===== config.mk =====
export PLATFORM = sky130hd
export DESIGN_NAME = sreg_chain_ctrl
export DESIGN_NICKNAME = d
export VERILOG_FILES = /design/src/rtl/sreg_chain_ctrl.sv
export SDC_FILE = /design/constraint.sdc
export NUM_CORES = 1
export LEC_CHECK = 0
export CORE_UTILIZATION = 48
export DETAILED_ROUTE_END_ITERATION = 10
export PLACE_DENSITY = 0.76
export SLEW_MARGIN = 10
export SYNTH_ARGS = -nofsm -noshare
export SYNTH_HDL_FRONTEND = slang
export SYNTH_SLANG_ARGS = --single-unit

===== constraint.sdc =====
create_clock -name clk -period 2.06 [get_ports clk]
set_input_delay 0.618 -clock clk [delete_from_list [all_inputs] [get_ports clk]]
set_output_delay 0.618 -clock clk [all_outputs]
set_load 0.01 [all_outputs]

===== src/rtl/sreg_chain_ctrl.sv =====
// Controller for N_CH parallel pixel shift-register chains: serialises write data,
// captures read-back bits and pulses the shared latch strobe.
module sreg_chain_ctrl #(
  parameter int DATA_W   = 42,
  parameter int N_CH     = 2,
  parameter int SCLK_DIV = 1
) (
  input  logic                   clk,
  input  logic                   rst_n,
  input  logic                   cmd_valid,
  input  logic [2:0]             cmd,
  input  logic [N_CH-1:0]        ch_mask,
  input  logic [N_CH*DATA_W-1:0] data_in,
  output logic                   cmd_ready,
  output logic [N_CH*DATA_W-1:0] data_out,
  output logic                   rsp_valid,
  output logic                   cmd_err,
  input  logic [N_CH-1:0]        sreg_in,
  output logic                   shift,
  output logic                   sclk,
  output logic                   write_cfg,
  output logic [N_CH-1:0]        serial_out
);

  localparam int BIT_W = (DATA_W > 1) ? $clog2(DATA_W) : 1;
  localparam int DIV_W = (SCLK_DIV > 1) ? $clog2(SCLK_DIV) : 1;
  localparam logic [BIT_W-1:0] BIT_LAST = BIT_W'(DATA_W - 1);
  localparam logic [DIV_W-1:0] DIV_LAST = DIV_W'(SCLK_DIV - 1);

  typedef enum logic [1:0] {
    IDLE  = 2'b00,
    SHIFT = 2'b01,
    LATCH = 2'b10,
    DONE  = 2'b11
  } state_t;

  state_t                        state_r, state_s;
  logic [DIV_W-1:0]              div_cnt_r, div_cnt_s;
  logic [BIT_W-1:0]              bit_cnt_r, bit_cnt_s;
  logic                          phase_r, phase_s;
  logic [1:0]                    op_r;
  logic [N_CH-1:0]               mask_r;
  logic [N_CH-1:0][DATA_W-1:0]   tx_r, rx_r, tx_load_s;
  logic                          cmd_ready_r, shift_r, sclk_r, write_cfg_r, rsp_valid_r, cmd_err_r;
  logic [N_CH-1:0]               serial_out_r;
  logic [N_CH*DATA_W-1:0]        data_out_r;
  logic                          accept_s, start_shift_s, half_end_s, bit_end_s, last_bit_s;

  assign accept_s      = cmd_valid && cmd_ready_r && (state_r == IDLE);
  assign start_shift_s = accept_s && !cmd[2] && (cmd[1:0] != 2'b11);
  assign half_end_s    = (div_cnt_r == DIV_LAST);
  assign bit_end_s     = half_end_s && phase_r;
  assign last_bit_s    = (bit_cnt_r == BIT_LAST);

  assign cmd_ready  = cmd_ready_r;
  assign shift      = shift_r;
  assign sclk       = sclk_r;
  assign write_cfg  = write_cfg_r;
  assign rsp_valid  = rsp_valid_r;
  assign cmd_err    = cmd_err_r;
  assign serial_out = serial_out_r;
  assign data_out   = data_out_r;

  // Next state and counters; LATCH reuses the half-period counter as one extra bit time.
  always_comb begin
    state_s   = state_r;
    div_cnt_s = div_cnt_r;
    phase_s   = phase_r;
    bit_cnt_s = bit_cnt_r;
    case (state_r)
      IDLE: begin
        div_cnt_s = '0;
        phase_s   = 1'b0;
        bit_cnt_s = '0;
        if (start_shift_s) begin
          state_s = SHIFT;
        end else if (accept_s && (cmd == 3'b011)) begin
          state_s = LATCH;
        end else begin
          state_s = IDLE;
        end
      end
      SHIFT, LATCH: begin
        if (half_end_s) begin
          div_cnt_s = '0;
          phase_s   = ~phase_r;
          if (phase_r) begin
            if (state_r == LATCH) begin
              state_s = DONE;
            end else if (last_bit_s) begin
              state_s   = (op_r == 2'b00) ? LATCH : DONE;
              bit_cnt_s = '0;
            end else begin
              bit_cnt_s = bit_cnt_r + BIT_W'(1);
            end
          end else begin
            state_s = state_r;
          end
        end else begin
          div_cnt_s = div_cnt_r + DIV_W'(1);
        end
      end
      DONE:    state_s = IDLE;
      default: state_s = IDLE;
    endcase
  end

  // Per-channel word to serialise: reads and masked channels send zeros.
  always_comb begin
    tx_load_s = '0;
    for (int c = 0; c < N_CH; c++) begin
      if (ch_mask[c] && (cmd != 3'b001)) begin
        tx_load_s[c] = data_in[c*DATA_W +: DATA_W];
      end else begin
        tx_load_s[c] = '0;
      end
    end
  end

  // FSM state, counters and control outputs registered from the next-state decode.
  always_ff @(posedge clk or negedge rst_n) begin
    if (!rst_n) begin
      state_r     <= IDLE;
      div_cnt_r   <= '0;
      bit_cnt_r   <= '0;
      phase_r     <= 1'b0;
      op_r        <= 2'b00;
      mask_r      <= '0;
      cmd_ready_r <= 1'b1;
      shift_r     <= 1'b0;
      sclk_r      <= 1'b0;
      write_cfg_r <= 1'b0;
      rsp_valid_r <= 1'b0;
      cmd_err_r   <= 1'b0;
    end else begin
      state_r     <= state_s;
      div_cnt_r   <= div_cnt_s;
      bit_cnt_r   <= bit_cnt_s;
      phase_r     <= phase_s;
      cmd_ready_r <= (state_s == IDLE);
      shift_r     <= (state_s == SHIFT);
      sclk_r      <= (state_s == SHIFT) && phase_s;
      write_cfg_r <= (state_s == LATCH);
      rsp_valid_r <= (state_r == SHIFT) && (state_s == DONE);
      cmd_err_r   <= accept_s && cmd[2];
      if (accept_s) begin
        op_r   <= cmd[1:0];
        mask_r <= ch_mask;
      end
    end
  end

  // Serial datapath: next bit presented as the high phase ends, return bit sampled on that same edge.
  always_ff @(posedge clk or negedge rst_n) begin
    if (!rst_n) begin
      tx_r         <= '0;
      rx_r         <= '0;
      serial_out_r <= '0;
      data_out_r   <= '0;
    end else begin
      for (int c = 0; c < N_CH; c++) begin
        if (start_shift_s) begin
          tx_r[c]         <= tx_load_s[c];
          rx_r[c]         <= '0;
          serial_out_r[c] <= tx_load_s[c][DATA_W-1];
        end else if ((state_r == SHIFT) && bit_end_s) begin
          tx_r[c]         <= {tx_r[c][DATA_W-2:0], 1'b0};
          serial_out_r[c] <= last_bit_s ? 1'b0 : tx_r[c][DATA_W-2];
          if (mask_r[c]) begin
            rx_r[c] <= {rx_r[c][DATA_W-2:0], sreg_in[c]};
            if (last_bit_s && (op_r != 2'b00)) begin
              data_out_r[c*DATA_W +: DATA_W] <= {rx_r[c][DATA_W-2:0], sreg_in[c]};
            end
          end
        end
      end
    end
  end

endmodule


==> reports/qor.csv, run 1 <==
stage,metric,value,unit
global_routing,vias in the first global route,7980,
synthesis,"Seq/Total Area, Yosys",61.3,%
setup_path,CP Launch Type,register,
routing,DRT iter0 DRCs,387,
setup_path,slowest cell delay on critical path,530,ps
global_routing,aggregate global routing overflow,0,
sta,final max-slew violation count,0,
final_layout,FILL cells,1675,
final_layout,area occupied by multi-input gates,0.00396,mm2
placed_design,GP Congestion,0.800,
synthesis,"Top FF cell, synth",dfrtp_1,
routing,Total Wirelength,25100,um
setup_path,CP max-delay cell,clkdlybuf4s50_1,
synthesis,ys async rst share,100,%
sta,TNS Setup,0,ps
final_layout,Final #Nets,1309,
clock_tree,CTS root buf,clkbuf_16,
floorplanning,DIE HEIGHT,153,um
routing,WL/cell,16.6,um
floorplanning,DIE WIDTH,153,um
sta,Final setup viols,0,
power_and_ir_drop,PwrDens,950,mW/mm2
setup_path,CP top delay family,buffers and inverters,
synthesis,Post-synth EDFFs,0,
global_routing,global-route wire length before repair,40700,um
synthesis,Synth area leader,dfrtp_1,
synthesis,synth unique cells,37,
sta,Achievable Freq,497,MHz
floorplanning,initial core utilization,49.6,%
setup_path,crit path kind,reg -> out,
clock_tree,CTS Buffer Depth,3,
final_layout,area delta synth->final,35.0,%
routing,drt pass-1 iters,5,
final_layout,ratio of cells with drive above 1 in the final layout,17.9,%
global_routing,largest net degree at the start of global routing,51,
global_routing,initial antenna violation count,0,
sta,unrepaired setup endpoints after global routing,no,
sta,fin worst setup slack,47.9,ps
synthesis,Synth Instances,999,
routing,Post-route DRC,0,
routing,Via density,5.44,
setup_path,crit path DAT,1390,ps
sta,Final min period,2010,ps
sta,worst slew pin tran,458,ps
floorplanning,Core Area,0.0222,mm2
placed_design,Place WS,-545,ps
routing,antenna-violating nets left,0,
power_and_ir_drop,LEAKAGE,7.48,nW
synthesis,top-area cell type share of the netlist area,61.0,%
floorplanning,Core Rows,54,
final_layout,most frequent cells in the layout,"dfrtp_1, nand2_1, a21oi_1",
synthesis,Syn Std Cell Area,0.0110,mm2
setup_path,data required time of the worst path,1440,ps
final_layout,"commonest non-fill, non-tap cell in the layout",dfrtp_1,
placed_design,port bufs,185,
clock_tree,CTS tree,yes,
final_layout,final core occ,66.9,%
clock_tree,Clock Latency Late Sink,530,ps
routing,DR vias,8205,
synthesis,#FFs+latches synth,269,
clock_tree,H-tree levels,1,
synthesis,"Avg Cell Area, Syn",11.0,um2
final_layout,ANT cells,0,
synthesis,Yosys warning total,0,
synthesis,Synth Net Count,1101,
final_layout,Seq. cell area,0.00673,mm2
hold_path,min-delay worst type,reg -> reg,
clock_tree,clock slew at reported path FFs,60,ps
sta,Tcrit/Tclk final,97.7,%
clock_tree,total CTS buffers,28,
global_routing,All-Layer GR Usage,21.1,%
sta,Final Hold Fails,0,
setup_path,CP Capture Type,primary output,
floorplanning,Die Area,0.0235,mm2
setup_path,Critical Path Fanout Max,2,
run,max_cap viols,0,
placed_design,Detail Placement HPWL,16100,um
setup_path,crit path cell chain,clkdlybuf4s50_1,
power_and_ir_drop,Peak supply drop,0.574,mV
synthesis,ranking of synthesized cells by area,"dfrtp_1, mux2_2, a21oi_1",
sta,Rel. slew slack,69.4,%
floorplanning,Ports,186,
setup_path,worst path bufs/invs,1,
sta,Max Clock Skew,8.77,ps
outcome,status,"complete, no violations",
clock_tree,clk sinks,269,
metrics by stage:
stage	cells	hold slack [ps]	power (mW)	area (um2)
floorplan	999	322	7.85	11000
global placement	1446	486	8.60	13600
detailed placement	1446	491	8.72	13600
CTS	1499	505	14.2	14600
global route	1509	518	14.8	14800
finish	1509	497	14.1	14800
power breakdown:
group | leakage, nW | internal [mW] | switching [mW]
sequential | 3.48 | 6.08 | 0.472
clock | 0.488 | 3.32 | 2.10
combinational | 3.51 | 1.12 | 1.01
total | 7.48 | 10.5 | 3.58
layout make-up:
cell class / count / share of cell area (%)
tap: 280 / 2.36
sequential: 269 / 45.4
clock inverter: 17 / 1.56
multi-input combinational: 652 / 26.7
inverter: 5 / 0.127
timing repair buffer: 251 / 18.6
clock buffer: 35 / 5.25
sequential cells by signal (all words and copies together), names as in the netlist, 2 cells and up:
signal	count
bit_cnt_r	6
data_out	84
mask_r	2
op_r	2
rx_r	82
serial_out	2
state_r	2
tx_r	82
per-layer routing:
metal / GRT usage [%] / share of wire, %
met1: 29.6 / 44
met2: 34.2 / 48
met3: 4.25 / 6.4
met4: 4.67 / 1.5
met5: 0 / 0
cells by family (layout without fill, tap and decap cells):
family,Yosys count,in the layout,synth area share (%)
fa+ha+maj,8,8,0.911
xor+xnor,4,4,0.319
buf+inv,78,308,3.48
mux,88,88,9.02
flops,269,269,61.3
simple gates,289,289,10.7
compound gates,263,263,14.3
synth_stat cells, types with 5 or more instances:
cell type	count
dfrtp_1	268
nand2_1	168
clkbuf_1	48
a21oi_1	167
inv_1	5
nor2_1	92
ha_1	8
buf_2	15
buf_6	9
a22oi_1	80
mux2_2	88
nand3_1	6
final timing paths:
kind	start	to	slack [ps]	depth (start not counted)
max reg2reg	state_r[0]$_DFF_PN0_	data_out[12]$_DFFE_PN0P_	50	7
min in group asynchronous	rst_n	data_out[64]$_DFFE_PN0P_	570	2
max	data_out[66]$_DFFE_PN0P_	data_out[66]	50	1
min reg2reg	data_out[75]$_DFFE_PN0P_	data_out[75]$_DFFE_PN0P_	500	1
min	data_out[75]$_DFFE_PN0P_	data_out[75]$_DFFE_PN0P_	500	1
max in group asynchronous	rst_n	tx_r[59]$_DFFE_PN0P_	870	3
repair_timing:
| action | CTS | global route |
|---|---|---|
| buffers inserted | 0 | 6 |
| endpoints found under the setup margin | 125 | 146 |
| gates cloned | 0 | 4 |
| pin swaps | 1 | 3 |
| resized for setup | 61 | 44 |
| hold buffers | 1 | 0 |
| hold endpoints to repair | 34 | 0 |
Power figures use the tool's default switching activity.
==> inputs of run 2 (changes only) <==
CORE_UTILIZATION = 55   (was 48)
PLACE_DENSITY = 0.82   (was 0.76)
SETUP_SLACK_MARGIN = 0.02   (was default)
clock period = 2.5 ns   (was 2.06 ns; I/O delays follow)
==> run 2 against run 1 <==
Compared with the run above:
- highest routed layer is now met5
- critical path depth unchanged
- clock power down 29%
- clock-buffer cell count up 4
- flip-flop and latch count unchanged
- power down 23%
- clock skew about the same
==> reports/qor.csv, run 2 (synthesis gave the netlist of run 1 again) <==
stage,metric,value,unit,change
outcome,status,"complete, no violations",,unchanged
placed_design,GP Congestion,0.795,,was 0.800
routing,Post-route DRC,0,,unchanged
power_and_ir_drop,PwrDens,769,mW/mm2,was 950 mW/mm2
clock_tree,Clock Latency Late Sink,510,ps,was 530 ps
setup_path,data required time of the worst path,1750,ps,was 1440 ps
sta,Final Hold Fails,0,,unchanged
global_routing,All-Layer GR Usage,24.6,%,was 21.1%
setup_path,CP Launch Type,register,,unchanged
routing,Via density,5.51,,was 5.44
final_layout,number of flip-flops in the largest register,84,,unchanged
power_and_ir_drop,P_sw,2.78,mW,was 3.58 mW
clock_tree,H-tree levels,1,,unchanged
global_routing,aggregate global routing overflow,0,,unchanged
floorplanning,DIE HEIGHT,143,um,was 153 um
power_and_ir_drop,sw frac,25.5,%,was 25.4%
setup_path,Worst R2R Setup Slack,310,ps,was 50 ps
routing,antenna-violating nets left,0,,unchanged
clock_tree,clk sinks,269,,unchanged
setup_path,worst r2r dst,sclk$_DFF_PN0_,,was data_out[12]$_DFFE_PN0P_
setup_path,FF-to-FF Start,state_r[0]$_DFF_PN0_,,unchanged
floorplanning,Core Rows,51,,was 54
sta,Rel. slew slack,59.3,%,was 69.4%
final_layout,most frequent cells in the layout,"dfrtp_1, clkdlybuf4s50_1, nand2_1",,"was dfrtp_1, nand2_1, a21oi_1"
final_layout,Final Cell Area,0.0142,mm2,was 0.0148 mm2
global_routing,largest net degree at the start of global routing,83,,was 51
power_and_ir_drop,combinational share of power,15.1,%,about the same
sta,Final min period,2340,ps,
run,max_cap viols,0,,unchanged
final_layout,ratio of cells with drive above 1 in the final layout,14.4,%,was 17.9%
sta,Max Clock Skew,8.97,ps,was 8.77 ps
routing,DRT iter0 DRCs,442,,was 387
setup_path,Critical Path Fanout Max,2,,unchanged
sta,Final setup viols,0,,unchanged
final_layout,final core occ,72.5,%,was 66.9%
clock_tree,CTS tree,yes,,unchanged
final_layout,Final #Nets,1274,,"was 1,309"
setup_path,crit path DAT,1590,ps,was 1390 ps
clock_tree,CTS root buf,clkbuf_16,,unchanged
hold_path,min-delay worst type,in -> async,,was reg -> reg
placed_design,dpl cell area,0.0133,mm2,was 0.0136 mm2
power_and_ir_drop,Seq pwr share,49.7,%,was 46.5%
global_routing,vias in the first global route,8084,,"was 7,980"
floorplanning,DIE WIDTH,143,um,was 153 um
setup_path,crit path cell chain,clkdlybuf4s50_1,,unchanged
sta,final max-slew violation count,0,,unchanged
global_routing,global-route wire length before repair,40400,um,"was 40,700 um"
floorplanning,Core Area,0.0195,mm2,was 0.0222 mm2
clock_tree,postcts setup bufs,0,,unchanged
clock_tree,clock slew at reported path FFs,60,ps,about the same
routing,Total Wirelength,24300,um,"was 25,100 um"
floorplanning,Die Area,0.0205,mm2,was 0.0235 mm2
setup_path,Worst Reg2Reg Path Length in Cells,6,,was 7
final_layout,area delta synth->final,28.8,%,was 35.0%
floorplanning,initial core utilization,56.3,%,was 49.6%
setup_path,CP max-delay cell,clkdlybuf4s50_1,,unchanged
power_and_ir_drop,LEAKAGE,6.26,nW,was 7.48 nW
routing,drt pass-1 iters,5,,unchanged
setup_path,CP Capture Type,primary output,,unchanged
global_routing,initial antenna violation count,2,,was 0
floorplanning,Ports,186,,unchanged
sta,Tcrit/Tclk final,93.8,%,
final_layout,"commonest non-fill, non-tap cell in the layout",dfrtp_1,,unchanged
routing,DR vias,8016,,"was 8,205"
final_layout,ANT cells,0,,unchanged
power_and_ir_drop,Peak supply drop,0.604,mV,was 0.574 mV
routing,WL/cell,16.7,um,was 16.6 um
placed_design,Detail Placement HPWL,15900,um,"was 16,100 um"
sta,unrepaired setup endpoints after global routing,no,,unchanged
setup_path,worst path bufs/invs,1,,unchanged
clock_tree,CTS Buffer Depth,3,,unchanged
setup_path,slowest cell delay on critical path,560,ps,was 530 ps
sta,Achievable Freq,427,MHz,
sta,worst slew pin tran,611,ps,was 458 ps
setup_path,CP top delay family,buffers and inverters,,unchanged
clock_tree,total CTS buffers,26,,was 28
placed_design,port bufs,185,,unchanged
setup_path,number of cells on the critical path,1,,unchanged
setup_path,crit path kind,reg -> out,,unchanged
power_and_ir_drop,clock power share,35.2,%,was 38.4%
power_and_ir_drop,Int Pwr,8.11,mW,was 10.5 mW
-- run 2: worst max-delay path by stage --
| stage | from | to |
|---|---|---|
| after detailed placement | cmd[1] | tx_r[68]$_DFFE_PN0P_ |
| final | cmd_ready$_DFF_PN1_ | cmd_ready |
| after global routing | cmd_ready$_DFF_PN1_ | cmd_ready |
| after floorplan | cmd[0] | data_out[10]$_DFFE_PN0P_ |
| after CTS | cmd_ready$_DFF_PN1_ | cmd_ready |
| after global placement | cmd[0] | serial_out[0]$_DFFE_PN0P_ |
-- run 2: metal layers --
metal | vias up | track usage, % | wire (um)
li1 | 3803 | - | -
met2 | 211 | 40.3 | 11900
met1 | 3962 | 33.6 | 10400
met3 | 38 | 5.46 | 1500
met4 | 2 | 5.60 | 468
met5 | - | 0 | 13
-- run 2: layout make-up --
class | instances | area (um2)
fill | 1370 | 5370
multi-input combinational | 652 | 3930
clock buffer | 39 | 781
tap | 265 | 332
timing repair buffer | 218 | 2300
inverter | 5 | 18.8
sequential | 269 | 6730
clock inverter | 7 | 62.6
-- run 2: power groups by stage --
stage | sequential [mW] | clock [mW] | combinational [mW]
global route | 5.49 | 4.08 | 1.87
finish | 5.41 | 3.83 | 1.64
global placement | 5.45 | 0 | 1.55
detailed placement | 5.46 | 0 | 1.64
floorplan | 5.36 | 0 | 1.11
CTS | 5.41 | 3.92 | 1.65
-- run 2: metrics by stage --
step / total power, mW / instances / setup slack (ps) / hold WS (ps) / TNS [ps]
detailed placement: 7.11 / 1409 / -247 / 492 / -23270
finish: 10.9 / 1455 / 156 / 173 / 0
global route: 11.4 / 1455 / 127 / 196 / 0
CTS: 11.0 / 1455 / 128 / 180 / 0
global placement: 7.00 / 1409 / -184 / 487 / -19560
floorplan: 6.47 / 999 / 384 / 454 / 0
-- run 2: timing repair --
action                                  in CTS  in global routing
endpoints found under the setup margin       0                  1
resized for setup                            0                  1
hold buffers                                 0                  0
